`src/rtl/hour24_tz_counter.sv`:
```
// UTC hour counter (0..23) with a runtime-loadable signed time-zone offset and a registered local hour.
// Optional macro HOUR12_EN adds registered 12-hour outputs hours12/pm.
module hour24_tz_counter #(
  parameter int TZ_MIN     = -12,
  parameter int TZ_MAX     = 14,
  parameter int TZ_DEFAULT = 0
) (
  input  logic       clk,
  input  logic       reset,
  input  logic       carry_in,
  input  logic       tz_valid,
  input  logic [4:0] tz_offset,
  output logic       tz_ready,
  output logic       tz_err,
  output logic [4:0] utc_hours,
  output logic [4:0] hours,
`ifdef HOUR12_EN
  output logic [3:0] hours12,
  output logic       pm,
`endif
  output logic       day_wrap
);

  typedef enum logic {IDLE, APPLY} state_t;

  localparam logic signed [4:0] TZ_RST    = 5'(TZ_DEFAULT);
  localparam int                HOURS_RI  = ((TZ_DEFAULT % 24) + 24) % 24;
  localparam logic [4:0]        HOURS_RST = 5'(HOURS_RI);

  state_t            state_reg, state_next;
  logic signed [4:0] tz_reg, tz_next;
  logic              offset_ok;
  logic              reject;
  logic signed [6:0] sum;
  logic signed [6:0] sum_adj;
  logic [4:0]        hours_calc;

  assign offset_ok = (int'($signed(tz_offset)) >= TZ_MIN) &&
                     (int'($signed(tz_offset)) <= TZ_MAX);

  // Handshake FSM: one-cycle APPLY window blocks new offsets while hours settles
  always_comb begin
    state_next = state_reg;
    tz_next    = tz_reg;
    reject     = 1'b0;
    tz_ready   = 1'b0;
    case (state_reg)
      IDLE: begin
        tz_ready = 1'b1;
        if (tz_valid) begin
          if (offset_ok) begin
            tz_next    = $signed(tz_offset);
            state_next = APPLY;
          end else begin
            reject = 1'b1;
          end
        end
      end
      APPLY: state_next = IDLE;
      default: state_next = IDLE;
    endcase
  end

  // 7 bits: 23 + 14 = 37 does not fit in 6-bit signed
  always_comb begin
    sum     = $signed({2'b00, utc_hours}) + $signed({{2{tz_reg[4]}}, tz_reg});
    sum_adj = sum;
    if (sum < 0)
      sum_adj = sum + 7'sd24;
    else if (sum > 7'sd23)
      sum_adj = sum - 7'sd24;
    hours_calc = sum_adj[4:0];
  end

  always_ff @(posedge clk) begin
    if (reset) begin
      state_reg <= IDLE;
      tz_reg    <= TZ_RST;
      utc_hours <= 5'd0;
      hours     <= HOURS_RST;
      tz_err    <= 1'b0;
      day_wrap  <= 1'b0;
    end else begin
      state_reg <= state_next;
      tz_reg    <= tz_next;
      tz_err    <= reject;
      hours     <= hours_calc;
      day_wrap  <= carry_in && (utc_hours == 5'd23);
      if (carry_in)
        utc_hours <= (utc_hours == 5'd23) ? 5'd0 : utc_hours + 5'd1;
    end
  end

`ifdef HOUR12_EN
  localparam logic [3:0] H12_RST = (HOURS_RI == 0) ? 4'd12 :
                                   (HOURS_RI > 12)  ? 4'(HOURS_RI - 12) : 4'(HOURS_RI);
  localparam logic       PM_RST  = (HOURS_RI >= 12);

  logic [4:0] h12_wide;
  logic [3:0] h12_calc;

  always_comb begin
    h12_wide = hours_calc;
    if (hours_calc == 5'd0)
      h12_wide = 5'd12;
    else if (hours_calc > 5'd12)
      h12_wide = hours_calc - 5'd12;
    h12_calc = h12_wide[3:0];
  end

  always_ff @(posedge clk) begin
    if (reset) begin
      hours12 <= H12_RST;
      pm      <= PM_RST;
    end else begin
      hours12 <= h12_calc;
      pm      <= (hours_calc >= 5'd12);
    end
  end
`endif

endmodule
```
`config.mk`:
```
export PLATFORM = sky130hd
export DESIGN_NAME = hour24_tz_counter
export DESIGN_NICKNAME = d
export VERILOG_FILES = /design/src/rtl/hour24_tz_counter.sv
export SDC_FILE = /design/constraint.sdc
export NUM_CORES = 1
export LEC_CHECK = 0
export BUFFER_PORTS_ARGS = -buffer_cell sky130_fd_sc_hd__buf_2
export CAP_MARGIN = 20
export CORE_MARGIN = 2
export CORE_UTILIZATION = 35
export DETAILED_ROUTE_END_ITERATION = 10
export GPL_TIMING_DRIVEN = 0
export SLEW_MARGIN = 15
export SYNTH_ARGS = -nofsm -noshare
export SYNTH_HDL_FRONTEND = slang
export SYNTH_SLANG_ARGS = --single-unit
```
`constraint.sdc`:
```
create_clock -name clk -period 5.5 [get_ports clk]
set_input_delay 0.55 -clock clk [delete_from_list [all_inputs] [get_ports clk]]
set_output_delay 0.55 -clock clk [all_outputs]
set_load 0.02 [all_outputs]
```
After elaboration in Yosys (flattened, before gate mapping)
Cells that the tools add are included.
W data, S select, Z words.
{ "totals": {"input_bits": 9, "ramBits": 0, "latch_bits": 0, "register_bits": 18, "mem_bits_ro": 0, "mem_count": 0} }
{ "op_classes": {"n_reduce_logical": 4, "addsub": 4, "shift": 0, "order_cmp": 4, "n_mux": 8, "n_mul": 0, "eq_ne": 1, "bitwise": 2, "div_mod_pow": 0} }
{ "op_table": {"columns": ["op", "n"], "rows": [
  ["$mux W5", 3],
  ["$add A6 B5 Y7", 1],
  ["$gt A7 B6 Y1 const B", 1],
  ["$lt A7 B1 Y1 const B", 1],
  ["$add A5 B1 Y5 const B", 1],
  ["$add A5 B4 Y5 const B", 1],
  ["$eq A5 B5 Y1 const B", 1],
  ["$ge A5 B5 Y1 const B", 1],
  ["$le A5 B5 Y1 const B", 1],
  ["$sub A5 B4 Y5 const B", 1],
  ["$mux W1", 4],
  ["$reduce_and A3 Y1", 1],
  ["$reduce_or A3 Y1", 1],
  ["$logic_and A1 B1 Y1", 2],
  ["$not A1 Y1", 2],
  ["$pmux W1 S2", 1]
]} }

Longest topological paths before layout
Gate-level depths: netlist of the first run.
{ "logic_depth": {"ltp_word": 5, "depth_mapped": 12} }

Least setup slack after synthesis of the first run
No wires, ideal clock.
{ "synth_timing": {"path_type": "register to register", "startpoint": "reg utc_hours[0]", "endpoint": "reg hours[4]", "path_stages_with_launch": 12, "n_path_buf": 0, "required_ps": 5362, "slack_ps": 2551, "arrival_ps": 2811, "cell_sequence": "dfxtp_1 > ha_1 > inv_1 > fa_1 > nand2b_1 > a21oi_2 > xor2_1 > inv_1 > ha_1 > or4_1 > o311ai_0 > a2111oi_2"} }
{ "synth_via": {"elab_chain_len": 4} }
{ "synth_lines": {"columns": ["element", "line_no", "text"], "rows": [
  ["start: declaration", "15", "output logic [4:0] utc_hours,"],
  ["start signal: assignment", "90", "utc_hours <= (utc_hours == 5'd23) ? 5'd0 : utc_hours + 5'd1;"],
  ["$add A6 B5 Y7 (*)", "66", "sum = $signed({2'b00, utc_hours}) + $signed({{2{tz_reg[4]}}, tz_reg});"],
  ["$gt A7 B6 Y1 or $sub A5 B4 Y5 (tied branches)", "70, 71", null],
  ["$mux W5", "70", "else if (sum > 7'sd23)"],
  ["$mux W5 (*)", "68", "if (sum < 0)"],
  ["end signal: assignment", "87", "hours <= hours_calc;"],
  ["end: declaration", "16", "output logic [4:0] hours,"]
]} }
Mark *: on every way between the ends. The rest lies on a longest branch, timed or not.
A chain may end at the register's enable or synchronous reset.

Final worst setup path of the first run
Same ends and word-level chain as after synthesis.

==> metrics.md, run 1 <==
| Metric | Value |
|---|---|
| Status | `finished clean` |
| Pin count of the biggest net entering global routing | `11` |
| Post-Syn Area per Cell | `9.218 µm²` |
| GRT overflow | `0` |
| Die Wd | `57.58 µm` |
| Endpoints failing setup | `0` |
| Flops & latches, synth | `18` |
| Most frequent cells in the layout | `buf_2, dfxtp_1, nor2_1, inv_1, ha_1` |
| Top cell type by total area after synthesis | `dfxtp_1` |
| Antenna Nets Post-Route | `0` |
| Fin worst setup slack | `2445 ps` |
| Peak VDD IR | `126.8 µV` |
| Crit path arrival time | `3220 ps` |
| Pint | `0.2018 mW` |
| Period Utilization, post-route | `0.5555` |
| Setup bufs post-CTS | `0` |
| Net Switching | `0.07642 mW` |
| Worst reg2reg path depth | `11` |
| Cell area power density | `234.8 nW/µm²` |
| Worst-Skew Late Latency | `280 ps` |
| Drt wl/cell | `12.15 µm` |
| Post-DP Area | `1149 µm²` |
| Clock share of power | `0.286` |
| RSZ-0062 raised after global routing | `false` |
| Lkg Pwr | `0.5412 nW` |
| HP Class | `reg -> reg` |
| Part of the power in combinational logic | `0.195` |
| Number of detailed-route iterations in the first pass | `3` |
| Yosys warns | `0` |
| I/O Buffers | `21` |
| Post-synthesis sequential area ratio | `0.3587` |
| Worst Clk Skew | `0.8172 ps` |
| N_diodes | `0` |
| Min-Delay Startpoint | `state_reg` |
| GRT Total Usage | `0.1338` |
| Fraction of registers with async set/reset | `0` |
| CTS tree | `done` |
| Cell type of the slowest stage on the worst timing path | `or4_1` |
| Sw frac | `0.2746` |
| Terminus of the critical flop-to-flop path | `hours[4]` |
| Root Driver | `clkbuf_4` |
| Cell count of the worst hold path | `1` |
| Storage cell area | `360.3 µm²` |
| Seq pwr share | `0.519` |
| Syn nets | `128` |
| CP Cell Sequence | `ha_1, inv_1, fa_1, nand2b_1, a21oi_2, xor2_1, inv_1, ha_1, or4_1, o311ai_0, a2111oi_2` |
| Crit path launch type | `flip-flop` |
| R2r setup slk | `2450 ps` |
| Cell Rows | `19` |
| Top cells by area, synth | `dfxtp_1, ha_1, mux2i_1` |
| Max Root-Sink Buffers | `2` |
| Initial core utilization | `0.3675` |
| P&R area growth vs syn | `17.93%` |
| Post-Layout Cell Count | `165` |
| Fmax | `327.3 MHz` |
| Pin slew with the least headroom to its limit | `515.5 ps` |
| Fillers | `283` |
| Cells after Synth | `109` |
| Core ar. | `2734 µm²` |
| First-pass GRT wire length | `3436 µm` |
| Htree depth | `1` |
| Area occupied by multi-input gates | `603.1 µm²` |
| Antenna violations before repair | `0` |
| CTS Sinks | `18` |
| Routability cong. | `0.7657` |
| Commonest non-fill, non-tap cell in the layout | `buf_2` |
| Fin nets | `154` |
| Placed cells | `161` |
| Die ar. | `3315 µm²` |
| Post-layout util | `0.4334` |
| Final WL | `2005 µm` |
| Vias after detailed routing | `838` |
| Vias in the first global route | `808` |
| Post-DP HPWL | `1592 µm` |
| Crit path max fanout | `7` |
| Final worst path period need | `3055 ps` |
| Top cell type's share of synthesized area | `0.3587` |
| Clock slew at reported path FFs | `100 ps` |
| Layout cells sized above 1 | `0.2164` |
| Initial drt markers | `30` |
| EDFF count, synth | `0` |
| Main synth FF type | `dfxtp_1` |
| Mapped Area | `1005 µm²` |
| Crit path largest cell delay | `470 ps` |
| RR Startpoint | `utc_hours[0]` |
| DRC | `0` |
| Endpoint class of the critical path | `flip-flop` |
| Max Cap Viol | `0` |
| Crit Path Category | `reg -> reg` |
| Fin. Hold Viols | `0` |
| # hold bufs at CTS | `0` |
| Final Power | `0.2783 mW` |
| Worst endpoint required time | `5670 ps` |
| Design area | `1185 µm²` |
| Inserted Clock Buffers | `3` |
| Vias/cell | `5.079` |
| IO Count | `22` |
| Setup_tns | `0 ps` |
| Die height | `57.58 µm` |
| Pre-CTS setup slack | `2458 ps` |
| Headroom to the max-slew limit | `0.6548` |
| Hold EP | `state_reg` |
| Cts repair resizes | `0` |
| Distinct cells, synth | `36` |
| Slew Limit Fails | `0` |
| Min Hold Slack | `480.9 ps` |
## layout make-up
type                       instances  share of cell area
clock buffer                       4             0.03062
buffer                             1            0.003168
tap                               31             0.03273
timing repair buffer              21             0.08870
sequential                        18              0.3041
inverter                          10             0.03168
multi-input combinational         80              0.5090
## power groups by stage
stage,clock network (mW),logic (mW),registers (mW)
floorplan,0,0.0322,0.153
global placement,0,0.0536,0.147
detailed placement,0,0.0547,0.147
CTS,0.0846,0.0550,0.144
global route,0.0917,0.0613,0.146
finish,0.0796,0.0543,0.144
## cell families (layout without fill, tap and decap cells)
kind of cell,Yosys count,count (layout),share of synthesized area
xor+xnor,7,7,0.06102
simple gates,35,35,0.1893
flops,18,18,0.3587
fa+ha+maj,10,10,0.1320
compound gates,21,21,0.1482
mux,7,7,0.06974
buf+inv,11,36,0.04110
## layer usage
| metal | vias to the layer above | part of all wire | GRT usage |
|---|---|---|---|
| met1 | 381 | 0.48 | 0.1688 |
| met3 | 2 | 0.043 | 0.02268 |
| met2 | 16 | 0.46 | 0.2224 |
| met5 | - | 0 | 0 |
| li1 | 439 | - | - |
| met4 | 0 | 0.015 | 0.05980 |
## synthesized netlist by cell type, types with 2 or more instances
master   instances
a21o_1           2
ha_1             9
and4_1           2
xor2_1           4
a21oi_1          6
nor2_1          16
nand2_1          3
o21ai_0          2
nor3b_1          2
dfxtp_1         18
inv_1           10
o31ai_1          2
nand4_1          2
mux2i_1          7
xnor2_1          3
## worst max path at each step
stage / start / endpoint / slack [ps] / depth (start not counted)
finish: utc_hours[0] / hours[4] / 2450 / 11
CTS: utc_hours[0] / hours[4] / 2430 / 11
floorplan: utc_hours[0] / hours[4] / 2550 / 11
global route: utc_hours[0] / hours[4] / 2140 / 11
global placement: utc_hours[0] / hours[4] / 2480 / 11
detailed placement: utc_hours[0] / hours[4] / 2460 / 11
## critical path, delay by kind of cell, from the launching register on
kind | cells | cell delay (ps)
AOI/OAI and AO/OA | 3 | 510
and+or+nand+nor | 2 | 650
DFF | 1 | 450
adders and majority gates | 3 | 940
xor gates and xnor gates | 1 | 260
buffers and inverters | 2 | 140
No activity file was read; power rests on OpenSTA's default activity.
==> run 2, diff against run 1 <==
--- a/config.mk
+++ b/config.mk
@@ -5,6 +5,7 @@
 export SDC_FILE = /design/constraint.sdc
 export NUM_CORES = 1
 export LEC_CHECK = 0
+export ABC_AREA = 1
 export BUFFER_PORTS_ARGS = -buffer_cell sky130_fd_sc_hd__buf_2
 export CAP_MARGIN = 20
 export CORE_MARGIN = 2
==> constraint.sdc (replaced) <==
create_clock -name clk -period 2.6 [get_ports clk]
set_input_delay 0.26 -clock clk [delete_from_list [all_inputs] [get_ports clk]]
set_output_delay 0.26 -clock clk [all_outputs]
set_load 0.02 [all_outputs]
==> run 2 against run 1 <==
Net effect: combinational power rose to 2.5 times the previous value; via count rose by 20%; cell area rose by 8.3%; clock power rose by 73%; worst setup slack got worse by 2200 ps; sequential power rose by 110%; flip-flop and latch count did not move; non-clock buffer count fell by 1; synthesized area rose by 10%; critical endpoint unchanged.
==> metrics.md, run 2 <==
| Metric | Value |
|---|---|
| Crit-path leading delay family | `adder cells (unchanged)` |
| Peak VDD IR | `270.1 µV (was 126.8 µV)` |
| Synth cell count leaders | `inv_1, nand2_1, dfxtp_1 (was dfxtp_1, nor2_1, inv_1)` |
| Min Hold Slack | `226.2 ps (was 480.9 ps)` |
| Uppermost layer routed | `met4 (unchanged)` |
| DRC | `0 (unchanged)` |
| I/O Buffers | `20 (was 21)` |
| Main synth FF type | `dfxtp_1 (unchanged)` |
| Fin nets | `195 (was 154)` |
| Root Driver | `clkbuf_4 (unchanged)` |
| Crit path launch type | `flip-flop (unchanged)` |
| Fmax | `430.8 MHz (was 327.3 MHz)` |
| Met2 wire len | `1106 µm (was 914 µm)` |
| Htree depth | `1 (unchanged)` |
| Worst Clk Skew | `3.437 ps (was 0.8172 ps)` |
| Routability cong. | `0.8189 (was 0.7657)` |
| Vias in the first global route | `931 (was 808)` |
| CTS Sinks | `18 (unchanged)` |
| HP Class | `in -> reg (was reg -> reg)` |
| Vias after detailed routing | `1008 (was 838)` |
| Fin. Hold Viols | `0 (unchanged)` |
| Setup bufs post-CTS | `0 (unchanged)` |
| CP Cell Sequence | `ha_1, inv_1, fa_1, inv_1, nand3_1, nand3_1, nand2_1, nand2_1, inv_1, ha_1, nand2_1, nand2_1, o21a_1, nand3_1, nand3_1, nand2_1, inv_1 (was ha_1, inv_1, fa_1, nand2b_1, a21oi_2, xor2_1, inv_1, ha_1, or4_1, o311ai_0, a2111oi_2)` |
| Pin count of the biggest net entering global routing | `10 (was 11)` |
| Headroom to the max-slew limit | `0.7240 (was 0.6548)` |
| Top cells by area, synth | `dfxtp_1, ha_1, inv_1 (was dfxtp_1, ha_1, mux2i_1)` |
| # hold bufs at CTS | `0 (unchanged)` |
| Final WL | `2203 µm (was 2005 µm)` |
| Lkg Pwr | `0.6744 nW (was 0.5412 nW)` |
| Layout cells sized above 1 | `0.2356 (was 0.2164)` |
| Met1 Wirelength | `1005 µm (was 972 µm)` |
| Top cell type by total area after synthesis | `dfxtp_1 (unchanged)` |
| CP most frequent cell | `nand2_1` |
| Cells after Synth | `151 (was 109)` |
| Top cell type's share of synthesized area | `0.3262 (was 0.3587)` |
| Final worst path period need | `2321 ps (was 3055 ps)` |
| RSZ-0062 raised after global routing | `false (unchanged)` |
| Crit path largest cell delay | `400 ps (was 470 ps)` |
| IO Count | `22 (unchanged)` |
| Max Root-Sink Buffers | `2 (unchanged)` |
| Syn nets | `170 (was 128)` |
| Worst endpoint required time | `2800 ps (was 5670 ps)` |
| Clock slew at reported path FFs | `100 ps (about the same)` |
| Met3 WL | `52 µm (was 86 µm)` |
| Die height | `60.19 µm (was 57.58 µm)` |
| Fraction of registers with async set/reset | `0 (unchanged)` |
| Die ar. | `3622 µm² (was 3315 µm²)` |
| Post-synthesis sequential area ratio | `0.3262 (was 0.3587)` |
| Period Utilization, post-route | `0.8929 (was 0.5555)` |
| EDFF count, synth | `0 (unchanged)` |
| Endpoint class of the critical path | `flip-flop (unchanged)` |
| Crit Path Category | `reg -> reg (unchanged)` |
| Post-DP HPWL | `1828 µm (was 1592 µm)` |
| Flops & latches, synth | `18 (unchanged)` |
| Initial drt markers | `17 (was 30)` |
| Cell Rows | `20 (was 19)` |
| Antenna Nets Post-Route | `0 (unchanged)` |
| Core ar. | `3028 µm² (was 2734 µm²)` |
| Status | `finished clean (unchanged)` |
| GRT Total Usage | `0.1385 (was 0.1338)` |
| GRT overflow | `0 (unchanged)` |
| Die Wd | `60.19 µm (was 57.58 µm)` |
| Distinct cells, synth | `26 (was 36)` |
| Inserted Clock Buffers | `3 (unchanged)` |
| Slew Limit Fails | `0 (unchanged)` |
| Crit path arrival time | `2530 ps (was 3220 ps)` |
| Crit path max fanout | `5 (was 7)` |
| N_diodes | `0 (unchanged)` |
| Cell type of the slowest stage on the worst timing path | `fa_1 (was or4_1)` |
| Mapped Area | `1105 µm² (was 1005 µm²)` |
| Initial core utilization | `0.3649 (was 0.3675)` |
| Endpoints failing setup | `0 (unchanged)` |
| Max Cap Viol | `0 (unchanged)` |
| Post-layout util | `0.4240 (was 0.4334)` |
| Antenna violations before repair | `0 (unchanged)` |
| Commonest non-fill, non-tap cell in the layout | `inv_1 (was buf_2)` |
| First-pass GRT wire length | `3760 µm (was 3436 µm)` |
| CTS tree | `done (unchanged)` |
| Yosys warns | `0 (unchanged)` |
| Most frequent cell after synthesis | `inv_1 (was dfxtp_1)` |
| Number of detailed-route iterations in the first pass | `4 (was 3)` |
| P&R area growth vs syn | `16.19% (was 17.93%)` |
| Vias/cell | `4.624 (was 5.079)` |
| Drt wl/cell | `10.11 µm (was 12.15 µm)` |
| Worst-Skew Late Latency | `290 ps (was 280 ps)` |
| Post-Syn Area per Cell | `7.317 µm² (was 9.218 µm²)` |
| Most frequent cells in the layout | `inv_1, nand2_1, buf_2, dfxtp_1, nand3_1 (was buf_2, dfxtp_1, nor2_1, inv_1, ha_1)` |
| Setup_tns | `0 ps (unchanged)` |
| Cell area power density | `454.4 nW/µm² (was 234.8 nW/µm²)` |
| Pin slew with the least headroom to its limit | `414.0 ps (was 515.5 ps)` |
| Worst Path Buf+Inv | `4 (was 2)` |
==> run 2: cell types whose count changed in the layout (fill, tap and decap cells not counted), sizes merged, moves of 3 or more <==
cell	before	now
nand4	2	5
nand2	3	32
inv	10	30
nor3	1	4
mux2i	7	0
nand3	1	17
xnor2	3	0
o21ai	2	5
nor3b	3	0
nor2	16	13
==> run 2: tightest hold or removal path, cell delays in order <==
cell     delay (ps)
buf_2           100
nand2_1          60
a21oi_1          50
==> run 2: power by group <==
part / total [mW] / internal [mW] / leakage [nW] / switching, mW
registers: 0.308 / 0.295 / 0.148 / 0.0127
clock network: 0.138 / 0.0539 / 0.0138 / 0.0838
logic: 0.138 / 0.0497 / 0.512 / 0.0879
==> run 2: what timing repair did <==
action | CTS | global route
resized for setup | 0 | 1
hold endpoints to repair | 0 | 0
setup endpoints to repair | 0 | 2
==> run 2: metrics by stage <==
| stage | area [µm²] | total power, mW | cells | worst slack (ps) |
|---|---|---|---|---|
| 2_1_floorplan | 1105 | 0.4127 | 151 | 299.5 |
| 3_3_place_gp | 1260 | 0.4489 | 215 | 210.9 |
| 3_5_place_dp | 1260 | 0.4533 | 215 | 221.1 |
| 4_1_cts | 1282 | 0.5907 | 218 | 197.7 |
| 5_1_grt | 1284 | 0.6270 | 218 | 15.40 |
| 6_report | 1284 | 0.5833 | 218 | 278.6 |
==> run 2: cell families after synthesis <==
| group | count (synthesis) | share of synthesized area |
|---|---|---|
| AOI/OAI and AO/OA | 18 | 0.09626 |
| and+or+nand+nor | 72 | 0.3364 |
| DFF | 18 | 0.3262 |
| buffers and inverters | 31 | 0.1053 |
| xor gates and xnor gates | 2 | 0.01586 |
| adders and majority gates | 10 | 0.1200 |
==> run 2: path summary, 6_finish.rpt <==
check | endpoint | cells past startpoint | startpoint | slack, ps
worst max-delay path | hours[4] | 17 | utc_hours[0] | 280
worst min-delay path | tz_reg[0] | 3 | tz_offset[0] | 230
worst max register to register | hours[4] | 17 | utc_hours[0] | 280
worst min register to register | tz_reg[0] | 2 | tz_reg[0] | 480
==> run 2: layout make-up <==
| cell class | count | area [µm²] |
|---|---|---|
| fillers | 328 | 1744 |
| multi-input cells | 102 | 628.1 |
| flip-flops and latches | 18 | 361.6 |
| inverters | 30 | 112.6 |
| repair buffers | 20 | 100.1 |
| well taps | 44 | 55.05 |
| clock buffers | 3 | 22.52 |
| plain buffers | 1 | 3.754 |
==> run 2: per-layer routing <==
layer / up-vias / global-route usage
li1: 536 / -
met1: 452 / 0.1588
met2: 16 / 0.2531
met3: 4 / 0.01948
met4: 0 / 0.05714
met5: - / 0
==> run 3, diff against run 2 <==
--- a/config.mk
+++ b/config.mk
@@ -12,6 +12,7 @@
 export CORE_UTILIZATION = 35
 export DETAILED_ROUTE_END_ITERATION = 10
 export GPL_TIMING_DRIVEN = 0
+export REMOVE_ABC_BUFFERS = 1
 export SLEW_MARGIN = 15
 export SYNTH_ARGS = -nofsm -noshare
 export SYNTH_HDL_FRONTEND = slang
==> constraint.sdc (replaced) <==
create_clock -name clk -period 2.3 [get_ports clk]
set_input_delay 0.23 -clock clk [delete_from_list [all_inputs] [get_ports clk]]
set_output_delay 0.23 -clock clk [all_outputs]
set_load 0.02 [all_outputs]
==> run 3 against run 2 <==
Net effect: first-iteration DRC count increased by 47%; power grew 23%; clock skew grew 9.6 ps; cell area up 8.0%; sequential power up 14%; worst hold slack lost 40 ps; critical path depth is the same; global-route usage increased by 0.92 points; utilization is 3.4 points higher; count of clock-buffer cells in the layout rose by 1; critical path type unchanged; largest cell class unchanged; highest routed layer unchanged.
==> metrics.md, run 3 (synthesis gave the netlist of run 2 again) <==
| Metric | Value |
|---|---|
| Status | `finished clean (unchanged)` |
| Die Wd | `60.19 µm (unchanged)` |
| CP Cell Sequence | `ha_4, inv_1, fa_2, inv_2, nand3_2, nand3_2, nand2_2, nand2_2, inv_2, ha_1, nand2_1, nand2_2, o21a_1, nand3_1, nand3_1, nand2_1, inv_1 (was ha_1, inv_1, fa_1, inv_1, nand3_1, nand3_1, nand2_1, nand2_1, inv_1, ha_1, nand2_1, nand2_1, o21a_1, nand3_1, nand3_1, nand2_1, inv_1)` |
| Pin slew with the least headroom to its limit | `354.6 ps (was 414.0 ps)` |
| Crit path arrival time | `2370 ps (was 2530 ps)` |
| Root Driver | `clkbuf_4 (unchanged)` |
| Antenna violations before repair | `0 (unchanged)` |
| Min Hold Slack | `185.8 ps (was 226.2 ps)` |
| P&R area growth vs syn | `25.48% (was 16.19%)` |
| GRT Total Usage | `0.1477 (was 0.1385)` |
| I/O Buffers | `21 (was 20)` |
| IO Count | `22 (unchanged)` |
| Peak VDD IR | `368.1 µV (was 270.1 µV)` |
| Worst Clk Skew | `13.00 ps (was 3.437 ps)` |
| Crit path launch type | `flip-flop (unchanged)` |
| Endpoint class of the critical path | `flip-flop (unchanged)` |
| CP most frequent cell | `nand2_2 (was nand2_1)` |
| Crit path max fanout | `3 (was 5)` |
| Initial core utilization | `0.3649 (unchanged)` |
| Vias/cell | `4.576 (was 4.624)` |
| Worst endpoint required time | `2510 ps (was 2800 ps)` |
| Drt wl/cell | `10.96 µm (was 10.11 µm)` |
| Final Power | `0.7176 mW (was 0.5833 mW)` |
| Fin nets | `200 (was 195)` |
| Clock slew at reported path FFs | `110 ps (was 100 ps)` |
| Endpoints failing setup | `0 (unchanged)` |
| Max Cap Viol | `0 (unchanged)` |
| Most frequent cells in the layout | `inv_1, nand2_1, buf_2, dfxtp_1 (was inv_1, nand2_1, buf_2, dfxtp_1, nand3_1)` |
| N_diodes | `0 (unchanged)` |
| Net Switching | `0.2220 mW (was 0.1844 mW)` |
| Die height | `60.19 µm (unchanged)` |
| Sw frac | `0.3094 (was 0.3162)` |
| CTS tree | `done (unchanged)` |
| Headroom to the max-slew limit | `0.7611 (was 0.7240)` |
| Period Utilization, post-route | `0.9411 (was 0.8929)` |
| GRT overflow | `0 (unchanged)` |
| Pin count of the biggest net entering global routing | `11 (was 10)` |
| Htree depth | `1 (unchanged)` |
| HP Class | `in -> reg (unchanged)` |
| Placed cells | `215 (unchanged)` |
| Worst-Skew Late Latency | `290 ps (about the same)` |
| Crit path largest cell delay | `370 ps (was 400 ps)` |
| Core ar. | `3028 µm² (unchanged)` |
| Cell type of the slowest stage on the worst timing path | `dfxtp_2 (was fa_1)` |
| Pint | `0.4956 mW (was 0.3989 mW)` |
| Crit Path Category | `reg -> reg (unchanged)` |
| CTS Sinks | `18 (unchanged)` |
| Layout cells sized above 1 | `0.3389 (was 0.2356)` |
| Inserted Clock Buffers | `3 (unchanged)` |
| Post-Layout Cell Count | `224 (was 218)` |
| Number of detailed-route iterations in the first pass | `4 (unchanged)` |
| Slew Limit Fails | `0 (unchanged)` |
| Part of the power in combinational logic | `0.239 (was 0.236)` |
| Clock share of power | `0.273 (was 0.236)` |
| Fin. Hold Viols | `0 (unchanged)` |
| Cell Rows | `20 (unchanged)` |
| Cell area power density | `517.6 nW/µm² (was 454.4 nW/µm²)` |
| Vias in the first global route | `1005 (was 931)` |
| Antenna Nets Post-Route | `0 (unchanged)` |
| Commonest non-fill, non-tap cell in the layout | `inv_1 (unchanged)` |
| Seq pwr share | `0.488 (was 0.528)` |
| DRC | `0 (unchanged)` |
| Max Root-Sink Buffers | `2 (unchanged)` |
| Fmax | `462.0 MHz (was 430.8 MHz)` |
| Die ar. | `3622 µm² (unchanged)` |
| Crit-path leading delay family | `adder cells (unchanged)` |
| Worst Path Buf+Inv | `4 (unchanged)` |
| Post-DP HPWL | `1883 µm (was 1828 µm)` |
| Vias after detailed routing | `1025 (was 1008)` |
| Initial drt markers | `25 (was 17)` |
| Final WL | `2456 µm (was 2203 µm)` |
| Final worst path period need | `2165 ps (was 2321 ps)` |
| Routability cong. | `0.8604 (was 0.8189)` |
| First-pass GRT wire length | `4098 µm (was 3760 µm)` |
| Lkg Pwr | `0.7099 nW (was 0.6744 nW)` |
-- run 3: what timing repair did --
item | in CTS | in global routing
hold buffers | 0 | 0
pin swaps | 0 | 4
endpoints found under the hold margin | 0 | 0
resized for setup | 4 | 13
setup buffers | 0 | 5
setup endpoints to repair | 2 | 2
-- run 3: final timing paths --
kind | from | to | slack (ps) | cells after the start
min reg2reg | state_reg | tz_err | 500 | 1
max | tz_reg[0] | hours[4] | 140 | 17
min | tz_offset[0] | tz_reg[0] | 190 | 3
max reg2reg | tz_reg[0] | hours[4] | 140 | 17
-- run 3: final cells by class --
cell class / instances / area, µm²
Fill cell: 314 / 1642
Clock buffer: 4 / 36.28
Sequential cell: 18 / 366.6
Tap cell: 44 / 55.05
Inverter: 30 / 112.6
Multi-Input combinational cell: 102 / 673.1
Timing Repair Buffer: 26 / 142.6
-- run 3: layer usage --
metal  global-route usage  up-vias  share of wire
li1                     -      542              -
met1               0.1780      461           0.45
met2               0.2562       18           0.50
met3              0.02381        4          0.034
met4              0.06349        0          0.012
met5                    0        -              0
-- run 3: power by group through the flow --
stage / Combinational [mW] / Clock (mW) / Sequential [mW]
floorplan: 0.0951 / 0 / 0.370
global placement: 0.153 / 0 / 0.354
detailed placement: 0.158 / 0 / 0.356
CTS: 0.159 / 0.202 / 0.349
global route: 0.194 / 0.217 / 0.355
finish: 0.171 / 0.196 / 0.350
-- run 3: stage by stage --
| stage | setup TNS (ps) | area, µm² | worst slack (ps) | util |
|---|---|---|---|---|
| after detailed placement | -206.8 | 1261 | -116.3 | 0.4165 |
| after floorplan | -0.4754 | 1101 | -0.4754 | - |
| final | 0 | 1386 | 135.4 | 0.4579 |
| after CTS | 0 | 1306 | 37.30 | 0.4314 |
| after global routing | -5.893 | 1386 | -5.893 | 0.4579 |
| after global placement | -128.4 | 1261 | -85.59 | 0.4165 |
-- run 3: worst register-to-register path, cell delays in order, from the launching register on --
cell	delay [ps]
dfxtp_2	370
ha_4	140
inv_1	50
fa_2	370
inv_2	80
nand3_2	80
nand3_2	90
nand2_2	60
nand2_2	60
inv_2	50
ha_1	170
nand2_1	80
nand2_2	60
o21a_1	190
nand3_1	60
nand3_1	80
nand2_1	60
inv_1	40
